--- src/rtl/seg_pkg.sv ---
// Shared seven-segment glyph table and scan FSM state type.
// The glyph order matches the hex-to-segment encoder: index = nibble value.
package seg_pkg;

  typedef enum logic {
    ST_SCAN = 1'b0,
    ST_PEND = 1'b1
  } state_t;

  // Segment order {a,b,c,d,e,f,g}, active high.
  localparam logic [6:0] GLYPH [0:15] = '{
    7'h7E, 7'h30, 7'h6D, 7'h79, 7'h33, 7'h5B, 7'h5F, 7'h70,
    7'h7F, 7'h7B, 7'h77, 7'h1F, 7'h4E, 7'h3D, 7'h4F, 7'h47
  };

endpackage

--- src/rtl/seg2hex.sv ---
// Combinational seven-segment to hex lookup; unknown patterns give 0 + invalid.
module seg2hex
  import seg_pkg::*;
(
  input  logic [6:0] segments,
  output logic [3:0] hex,
  output logic       invalid
);

  always_comb begin
    hex     = 4'h0;
    invalid = 1'b1;
    for (int g = 0; g < 16; g++) begin
      if (segments == GLYPH[g]) begin
        hex     = 4'(g);
        invalid = 1'b0;
      end
    end
  end

endmodule

--- src/rtl/seg_scan_decoder.sv ---
// Samples a multiplexed seven-segment display, debounces each digit strobe and
// assembles decoded digits into frames handed off over a valid/ready handshake.
module seg_scan_decoder
  import seg_pkg::*;
#(
  parameter int NUM_DIGITS    = 4,
  parameter int STABLE_CYCLES = 4
) (
  input  logic                    clk,
  input  logic                    reset,
  input  logic [NUM_DIGITS-1:0]   digit_sel,
  input  logic [6:0]              segments,
  output logic [4*NUM_DIGITS-1:0] value,
  output logic [NUM_DIGITS-1:0]   digit_err,
  output logic                    frame_valid,
  input  logic                    frame_ready,
  output logic                    overflow
);

  localparam int          SW    = NUM_DIGITS + 7;
  localparam logic [7:0]  CSTAB = 8'(STABLE_CYCLES);
  localparam logic [NUM_DIGITS-1:0] ONE = {{(NUM_DIGITS-1){1'b0}}, 1'b1};

  state_t                       r_state, w_state_nxt;
  logic [SW-1:0]                r_prev;
  logic [SW-1:0]                w_sample;
  logic [7:0]                   r_cnt, w_cnt_nxt;
  logic [NUM_DIGITS-1:0][3:0]   r_sh_val;
  logic [NUM_DIGITS-1:0]        r_sh_err;
  logic [NUM_DIGITS-1:0]        r_mask;
  logic [NUM_DIGITS-1:0][3:0]   r_value;
  logic [NUM_DIGITS-1:0]        r_err;
  logic                         r_ovf;
  logic [3:0]                   w_hex;
  logic                         w_inv;
  logic                         w_onehot;
  logic                         w_cap;
  logic                         w_full;
  logic                         w_hs;
  logic                         w_load;
  logic                         w_drop;

  seg2hex u_seg2hex (
    .segments (segments),
    .hex      (w_hex),
    .invalid  (w_inv)
  );

  assign w_sample = {digit_sel, segments};
  assign w_onehot = (digit_sel != '0) && ((digit_sel & (digit_sel - ONE)) == '0);

  always_comb begin
    if (w_sample != r_prev)  w_cnt_nxt = 8'd1;
    else if (r_cnt < CSTAB)  w_cnt_nxt = r_cnt + 8'd1;
    else                     w_cnt_nxt = r_cnt;
  end

  // Capture only on the transition into saturation so each stable period yields one capture.
  assign w_cap  = w_onehot && (w_cnt_nxt == CSTAB) && (r_cnt != CSTAB);
  assign w_full = &r_mask;
  assign w_hs   = (r_state == ST_PEND) && frame_ready;

  always_comb begin
    w_state_nxt = r_state;
    w_load      = 1'b0;
    w_drop      = 1'b0;
    case (r_state)
      ST_SCAN: begin
        if (w_full) begin
          w_load      = 1'b1;
          w_state_nxt = ST_PEND;
        end
      end
      ST_PEND: begin
        if (w_full) begin
          // A handshake in the completion cycle frees the slot for the new frame.
          if (w_hs) w_load = 1'b1;
          else      w_drop = 1'b1;
        end else if (w_hs) begin
          w_state_nxt = ST_SCAN;
        end
      end
      default: w_state_nxt = ST_SCAN;
    endcase
  end

  always_ff @(posedge clk) begin
    if (reset) begin
      r_state <= ST_SCAN;
      r_prev  <= '0;
      r_cnt   <= '0;
      r_mask  <= '0;
      r_value <= '0;
      r_err   <= '0;
      r_ovf   <= 1'b0;
    end else begin
      r_state <= w_state_nxt;
      r_prev  <= w_sample;
      r_cnt   <= w_cnt_nxt;
      if (w_load) begin
        r_value <= r_sh_val;
        r_err   <= r_sh_err;
      end
      if (w_drop) r_ovf <= 1'b1;
      if (w_full)     r_mask <= '0;
      else if (w_cap) r_mask <= r_mask | digit_sel;
    end
  end

  always_ff @(posedge clk) begin
    if (reset) begin
      r_sh_val <= '0;
      r_sh_err <= '0;
    end else if (w_cap) begin
      for (int i = 0; i < NUM_DIGITS; i++) begin
        if (digit_sel[i]) begin
          r_sh_val[i] <= w_hex;
          r_sh_err[i] <= w_inv;
        end
      end
    end
  end

  assign value       = r_value;
  assign digit_err   = r_err;
  assign frame_valid = (r_state == ST_PEND);
  assign overflow    = r_ovf;

endmodule

--- config.mk ---
export PLATFORM = sky130hd
export DESIGN_NAME = seg_scan_decoder
export DESIGN_NICKNAME = d
export VERILOG_FILES = /design/src/rtl/seg_pkg.sv /design/src/rtl/seg2hex.sv /design/src/rtl/seg_scan_decoder.sv
export SDC_FILE = /design/constraint.sdc
export NUM_CORES = 1
export LEC_CHECK = 0
export CAP_MARGIN = 20
export CORE_ASPECT_RATIO = 1.1
export CORE_UTILIZATION = 59
export CTS_CLUSTER_DIAMETER = 200
export DETAILED_ROUTE_END_ITERATION = 16
export HOLD_SLACK_MARGIN = 0.02
export PLACE_DENSITY = 0.84
export SLEW_MARGIN = 40
export SYNTH_ARGS = -nofsm -noshare
export SYNTH_HDL_FRONTEND = slang
export SYNTH_SLANG_ARGS = --single-unit
--- constraint.sdc ---
create_clock -name clk -period 5.07 [get_ports clk]
set_input_delay 1.521 -clock clk [delete_from_list [all_inputs] [get_ports clk]]
set_output_delay 1.521 -clock clk [all_outputs]
set_load 0.05 [all_outputs]
==> flow_summary_export.csv, run 1 <==
group,metric,value,unit
logic_synthesis,seq_area_frac_synth,45.4,%
critical_path,endpoint_kind,"flip-flop",
timing,hold_viol,0,
floorplanning,die_area,0.00514,mm^2
critical_path,reg2reg_slack,2.61,ns
logic_synthesis,netlist_area,0.00287,mm^2
global_routing,grt_max_degree,61,
clocking,postCtsSetupBuffers,0,
timing,maxSlewHeadroom,50.0,%
clocking,clock_latency,0.33,ns
layout,fin_nets,355,
floorplanning,coreArea,0.00465,mm^2
hold_path,holdPathEnd,"value[6]",
logic_synthesis,async_flop_share,0,%
global_routing,grt.overflow.total,0,
logic_synthesis,synth_nets,331,
floorplanning,dieWidth,68.5,um
layout,layout-drive-gt1-share,9.01,%
global_routing,grt_pass1_wl,9.86,mm
power_and_ir_drop,peakVddDrop,168,uV
clocking,ctsResizeCount,0,
logic_synthesis,ys_ff_latch,65,
critical_path,rr_worst_depth,5,
flow_run,max-cap-violations,0,
logic_synthesis,synth_edf_count,0,
floorplanning,row_count,26,
layout,final-seq-area,0.00130,mm^2
clocking,cts_buffers,9,
placed_design,place_hpwl,3.85,mm
critical_path,cp_cell_sequence,"clkdlybuf4s50_1 > xnor2_1 > nand3_1 > nor3_2 > nand4_2 > mux2i_1",
critical_path,crit_type,"input port to flip-flop",
detailed_routing,vias,2324,
logic_synthesis,synth_most_common_cell,"dfxtp_1",
floorplanning,num_io_pins,36,
critical_path,r2r_start,"r_cnt[4]",
clocking,cts.sinks,65,
critical_path,critPathMaxFanout,17,
clocking,cts_htree_levels,3,
clocking,hold_buffers,0,
power_and_ir_drop,p_leak,1.27,nW
logic_synthesis,synth_cell_types,48,
critical_path,cp.required,5.26,ns
logic_synthesis,avgSynthCellArea,9.10,um^2
layout,antenna_cells,0,
detailed_routing,postRouteAntennaNets,0,
global_routing,first_global_vias,2190,
critical_path,cp_slowest_cell,"clkdlybuf4s50_1",
placed_design,place_congestion,0.861,
detailed_routing,viasPerCell,5.81,
logic_synthesis,synthTopCellsByCount,"65 x dfxtp_1, 47 x nand2_1, 31 x a21oi_1",
critical_path,crit_family,"simple AND/OR/NAND/NOR gates",
detailed_routing,post_drt_wl_per_cell,14.2,um
critical_path,slowest_delay,0.81,ns
power_and_ir_drop,power,1.03,mW
logic_synthesis,yosysWarnings,0,
hold_path,hold_depth,2,
critical_path,reg2reg_to,"r_sh_val[7]",
layout,area_growth,18.5,%
timing,drv_slew,0,
logic_synthesis,syn_inst,315,
logic_synthesis,synth.top_cells.by_area,"dfxtp_1 45%, nand2_1 6.2%, mux2i_1 5.6%, a21oi_1 5.4%, xnor2_1 4.0%",
outcome,outcome,"complete, no violations",
detailed_routing,drt_first_pass_iters,4,
global_routing,grt_util_all_layers,25.7,%
critical_path,path_buf_inv,1,
clocking,cts_tree,"done",
timing,fin_crit_sh,71.7,%
clocking,root_buffer,"clkbuf_8",
timing,worst_pin_slew,0.749,ns
logic_synthesis,ys.flop_type,"dfxtp_1",
logic_synthesis,yosys.area.top_type,"dfxtp_1",
global_routing,antenna_found_initial,0,
placed_design,io_buffers,35,
detailed_routing,first_iter_violations,111,
timing,rsz0062_at_grt,"no",
timing,period_needed,3.64,ns
critical_path,crit_arrival,3.83,ns
hold_path,hold_class,"flip-flop to flip-flop",
floorplanning,initial_core_util,61.6,%
logic_synthesis,synth_top_area_share,45.4,%
clocking,ctsLongestPathBuffers,2,
power_and_ir_drop,cellPowerDensity,302,mW/mm^2
detailed_routing,drc,0,
timing,clock.fmax,275,MHz
timing,skew,0.00951,ns
timing,finalSetupViolCount,0,
clocking,clk_pin_slew,0.07,ns
floorplanning,die_y,75.1,um
critical_path,critPathLaunchType,"input port",
timing,fin_setup_tns,0,ns
layout,multi_input_area,0.00145,mm^2
layout,fill_cells,356,
detailed_routing,wirelength,5.67,mm
hold_path,worstHoldStart,"r_sh_val[6]",
==> cells by family (layout without fill, tap and decap cells) <==
kind of cell,after synthesis,count (layout),synth area share [%]
simple gates,132,132,26.2
flops,65,65,45.4
compound gates,56,56,12.9
buf+inv,30,59,4.76
mux,16,16,5.58
xor+xnor,14,14,4.28
fa+ha+maj,2,2,0.872
==> per-stage QoR <==
step                      cells  utilization (%)  area, um^2  hold slack (ns)  setup slack (ns)
after floorplan             315                -        2870            0.427              1.96
after global placement      384             68.3        3180            0.439              1.16
after detailed placement    384             68.5        3190            0.447              1.04
after CTS                   400             72.9        3390            0.456              1.36
after global routing        400             73.1        3400            0.473              1.27
final                       400             73.1        3400            0.454              1.43
==> power by group <==
part	internal [mW]	switching, mW	leakage (nW)
Combinational	0.0275	0.0368	0.631
Sequential	0.516	0.00242	0.527
Clock	0.252	0.192	0.109
==> layer usage <==
layer | share of wire [%] | up-vias | global-route usage [%]
li1 | - | 1148 | -
met1 | 46 | 1097 | 32.2
met2 | 48 | 68 | 41.1
met3 | 3.7 | 11 | 6.21
met4 | 1.7 | 0 | 12.3
met5 | 0 | - | 0
==> how the worst max path moves through the flow <==
stage                     start           end  slack [ns]  cells after the start
floorplan           segments[1]   r_sh_val[0]        1.96                      6
global placement    segments[6]   r_sh_err[2]        1.16                      6
detailed placement  segments[6]   r_sh_err[2]        1.04                      6
CTS                 segments[6]   r_sh_err[2]        1.36                      6
global route        segments[5]  r_sh_val[13]        1.27                      6
finish              segments[6]  r_sh_val[13]        1.43                      6
==> registers in the layout (all words and copies together), names as in the netlist <==
name and count:
r_sh_val 16, overflow 1, r_cnt 8, digit_err 4
value 16, r_sh_err 4, r_prev 11, r_mask 4
frame_valid 1
==> worst register-to-register path, stage by stage, from the launching register on <==
cell,delay [ns]
dfxtp_1,0.31
or3_4,0.40
or3_2,0.49
nor3_2,0.60
a41oi_1,0.22
a311oi_1,0.34
==> cell type report <==
| cell class | count | area share, % |
|---|---|---|
| Clock inverter | 5 | 1.58 |
| Clock buffer | 11 | 4.45 |
| Tap cell | 56 | 2.06 |
| Timing Repair Buffer | 35 | 10.2 |
| Inverter | 8 | 0.883 |
| Sequential cell | 65 | 38.3 |
| Multi-Input combinational cell | 220 | 42.5 |
==> cells in the final DEF (no fill, tap or decap), types with 2 or more instances in the layout <==
cell             count
mux2i_1             16
a311oi_1             4
xnor2_1             13
nor4_2               2
o21a_1               2
a21oi_1             31
clkbuf_8            11
inv_1                8
nand2_1             47
o211ai_1             2
nor2_1               6
or2b_1               8
a41oi_1              5
or3_1                2
nor4_1               4
ha_1                 2
nor2b_1             12
clkinv_2             3
nor3_2               2
o32ai_1              2
nor4b_1              2
o21ai_0              3
nand2b_1            13
nor3_1               4
nand4_1              6
nand4_2              4
clkdlybuf4s50_1     34
and2_1               4
dfxtp_1             65
or4_1                2
nand3_1              4
(Power assumes the default switching activity.)
==> inputs of run 2 (changes only) <==
--- a/config.mk
+++ b/config.mk
@@ -7,11 +7,11 @@
 export LEC_CHECK = 0
 export CAP_MARGIN = 20
 export CORE_ASPECT_RATIO = 1.1
-export CORE_UTILIZATION = 59
+export CORE_UTILIZATION = 49
 export CTS_CLUSTER_DIAMETER = 200
 export DETAILED_ROUTE_END_ITERATION = 16
 export HOLD_SLACK_MARGIN = 0.02
-export PLACE_DENSITY = 0.84
+export PLACE_DENSITY = 0.75
 export SLEW_MARGIN = 40
 export SYNTH_ARGS = -nofsm -noshare
 export SYNTH_HDL_FRONTEND = slang
==> constraint.sdc (replaced) <==
create_clock -name clk -period 3 [get_ports clk]
set_input_delay 0.9 -clock clk [delete_from_list [all_inputs] [get_ports clk]]
set_output_delay 0.9 -clock clk [all_outputs]
set_load 0.05 [all_outputs]
==> flow_summary_export.csv, run 2 (synthesized netlist as in run 1, its figures left out) <==
group,metric,value,unit
critical_path,r2r_start,"r_cnt[4]",
clocking,ctsLongestPathBuffers,2,
placed_design,dp_slack,0.123,ns
layout,final_common_cell,"dfxtp_1",
layout,layout-drive-gt1-share,14.1,%
detailed_routing,drc,0,
clocking,cts.sinks,65,
critical_path,critPathMaxFanout,7,
critical_path,crit_type,"input port to flip-flop",
global_routing,grt_pass1_wl,9.93,mm
clocking,hold_buffers,0,
floorplanning,dieWidth,74.9,um
power_and_ir_drop,p_leak,1.37,nW
placed_design,io_buffers,35,
timing,rsz0062_at_grt,"no",
clocking,cts_buffers,9,
global_routing,antenna_found_initial,0,
detailed_routing,post_drt_wl_per_cell,13.7,um
critical_path,rr_worst_depth,5,
power_and_ir_drop,power,1.73,mW
critical_path,slowest_delay,0.52,ns
clocking,cts_htree_levels,3,
flow_run,max-cap-violations,0,
power_and_ir_drop,power_frac_comb,7.4,%
placed_design,dpl_cell_area,0.00338,mm^2
layout,antenna_cells,0,
timing,fin_crit_sh,84.4,%
power_and_ir_drop,power_switching,0.410,mW
layout,fin_nets,379,
layout,instances_no_fill,443,
critical_path,cp_slowest_cell,"clkdlybuf4s50_1",
timing,fin_setup_tns,0,ns
global_routing,grt_max_degree,41,
floorplanning,die_area,0.00616,mm^2
floorplanning,num_io_pins,36,
placed_design,dp_cells,427,
timing,hold_viol,0,
detailed_routing,vias,2360,
timing,worst_pin_slew,0.638,ns
critical_path,critPathLaunchType,"input port",
timing,clock.fmax,395,MHz
detailed_routing,wirelength,6.07,mm
timing,maxSlewHeadroom,57.4,%
timing,drv_slew,0,
clocking,clk_pin_slew,0.07,ns
floorplanning,coreArea,0.00550,mm^2
critical_path,crit_arrival,2.74,ns
layout,final-seq-area,0.00130,mm^2
timing,skew,0.00698,ns
power_and_ir_drop,peakVddDrop,284,uV
layout,fill_cells,499,
hold_path,hold_class,"flip-flop to flip-flop",
clocking,clock_latency,0.34,ns
critical_path,critPathLaunch,"digit_sel[0]",
detailed_routing,drt_first_pass_iters,4,
hold_path,worstHoldStart,"r_sh_val[0]",
global_routing,grt_util_all_layers,21.6,%
critical_path,cp_cell_sequence,"clkdlybuf4s50_1 > nor4b_1 > a211oi_1 > nor3_2 > buf_4 > nand4_2 > mux2i_1",
power_and_ir_drop,pwr-share-clk,41.9,%
critical_path,endpoint_kind,"flip-flop",
timing,period_needed,2.53,ns
floorplanning,die_y,82.2,um
placed_design,place_congestion,0.891,
detailed_routing,viasPerCell,5.33,
layout,final_area,0.00357,mm^2
global_routing,first_global_vias,2131,
floorplanning,row_count,28,
layout,multi_input_area,0.00143,mm^2
placed_design,place_hpwl,4.33,mm
critical_path,cp.required,3.21,ns
clocking,postCtsSetupBuffers,0,
global_routing,grt.overflow.total,0,
layout,finish.utilization,65.0,%
layout,mostFrequentLayoutCells,"65 x dfxtp_1, 47 x nand2_1, 34 x clkdlybuf4s50_1",
clocking,root_buffer,"clkbuf_8",
power_and_ir_drop,p_int,1.32,mW
timing,setup_slack,0.468,ns
timing,finalSetupViolCount,0,
outcome,outcome,"complete, no violations",
clocking,cts_tree,"done",
floorplanning,initial_core_util,52.1,%
hold_path,hold_depth,2,
detailed_routing,first_iter_violations,136,
detailed_routing,postRouteAntennaNets,0,
power_and_ir_drop,cellPowerDensity,483,mW/mm^2
timing,whs,0.454,ns
power_and_ir_drop,swShare,23.7,%
power_and_ir_drop,power_frac_seq,50.7,%
clocking,ctsResizeCount,0,
layout,area_growth,24.7,%
==> run 2: cell types whose count changed in the layout (fill, tap and decap cells not counted) <==
cell        previous run  this run
buf_4                  1        24
clkbuf_8              11         9
inv_6                  0         1
nor2_1                 6         7
clkinvlp_4             0         1
nor4_2                 2         0
nor4_1                 4         6
nor2_2                 1         0
buf_2                  0         1
==> run 2: layout make-up <==
| class | count | share of cell area, % |
|---|---|---|
| Clock buffer | 9 | 3.47 |
| Timing Repair Buffer | 59 | 14.7 |
| Inverter | 8 | 0.840 |
| Tap cell | 75 | 2.63 |
| Clock inverter | 7 | 1.96 |
| Sequential cell | 65 | 36.4 |
| Multi-Input combinational cell | 220 | 40.0 |
==> run 2: layer usage <==
metal,routed length (um),share of wire [%],global-route usage [%]
met1,2800,46,26.5
met2,2940,48,34.8
met3,222,3.7,6.43
met4,110,1.8,9.62
met5,0,0,0
==> run 2: final timing paths <==
| check | endpoint | slack, ns |
|---|---|---|
| max | r_sh_val[13] | 0.47 |
| min | value[0] | 0.45 |
| max reg2reg | r_sh_val[13] | 0.61 |
| min reg2reg | value[0] | 0.45 |
==> run 2: power groups by stage <==
stage | combinational, mW | clock (mW) | sequential [mW]
final | 0.128 | 0.723 | 0.875
after global routing | 0.139 | 0.780 | 0.875
after CTS | 0.128 | 0.735 | 0.875
after detailed placement | 0.127 | 0 | 0.895
after global placement | 0.128 | 0 | 0.895
after floorplan | 0.0805 | 0 | 0.894
==> run 2: critical path, delay by kind of cell <==
| kind | cells | cell delay (ns) |
|---|---|---|
| compound gates | 1 | 0.11 |
| simple gates | 3 | 0.80 |
| mux | 1 | 0.19 |
| buf+inv | 2 | 0.74 |
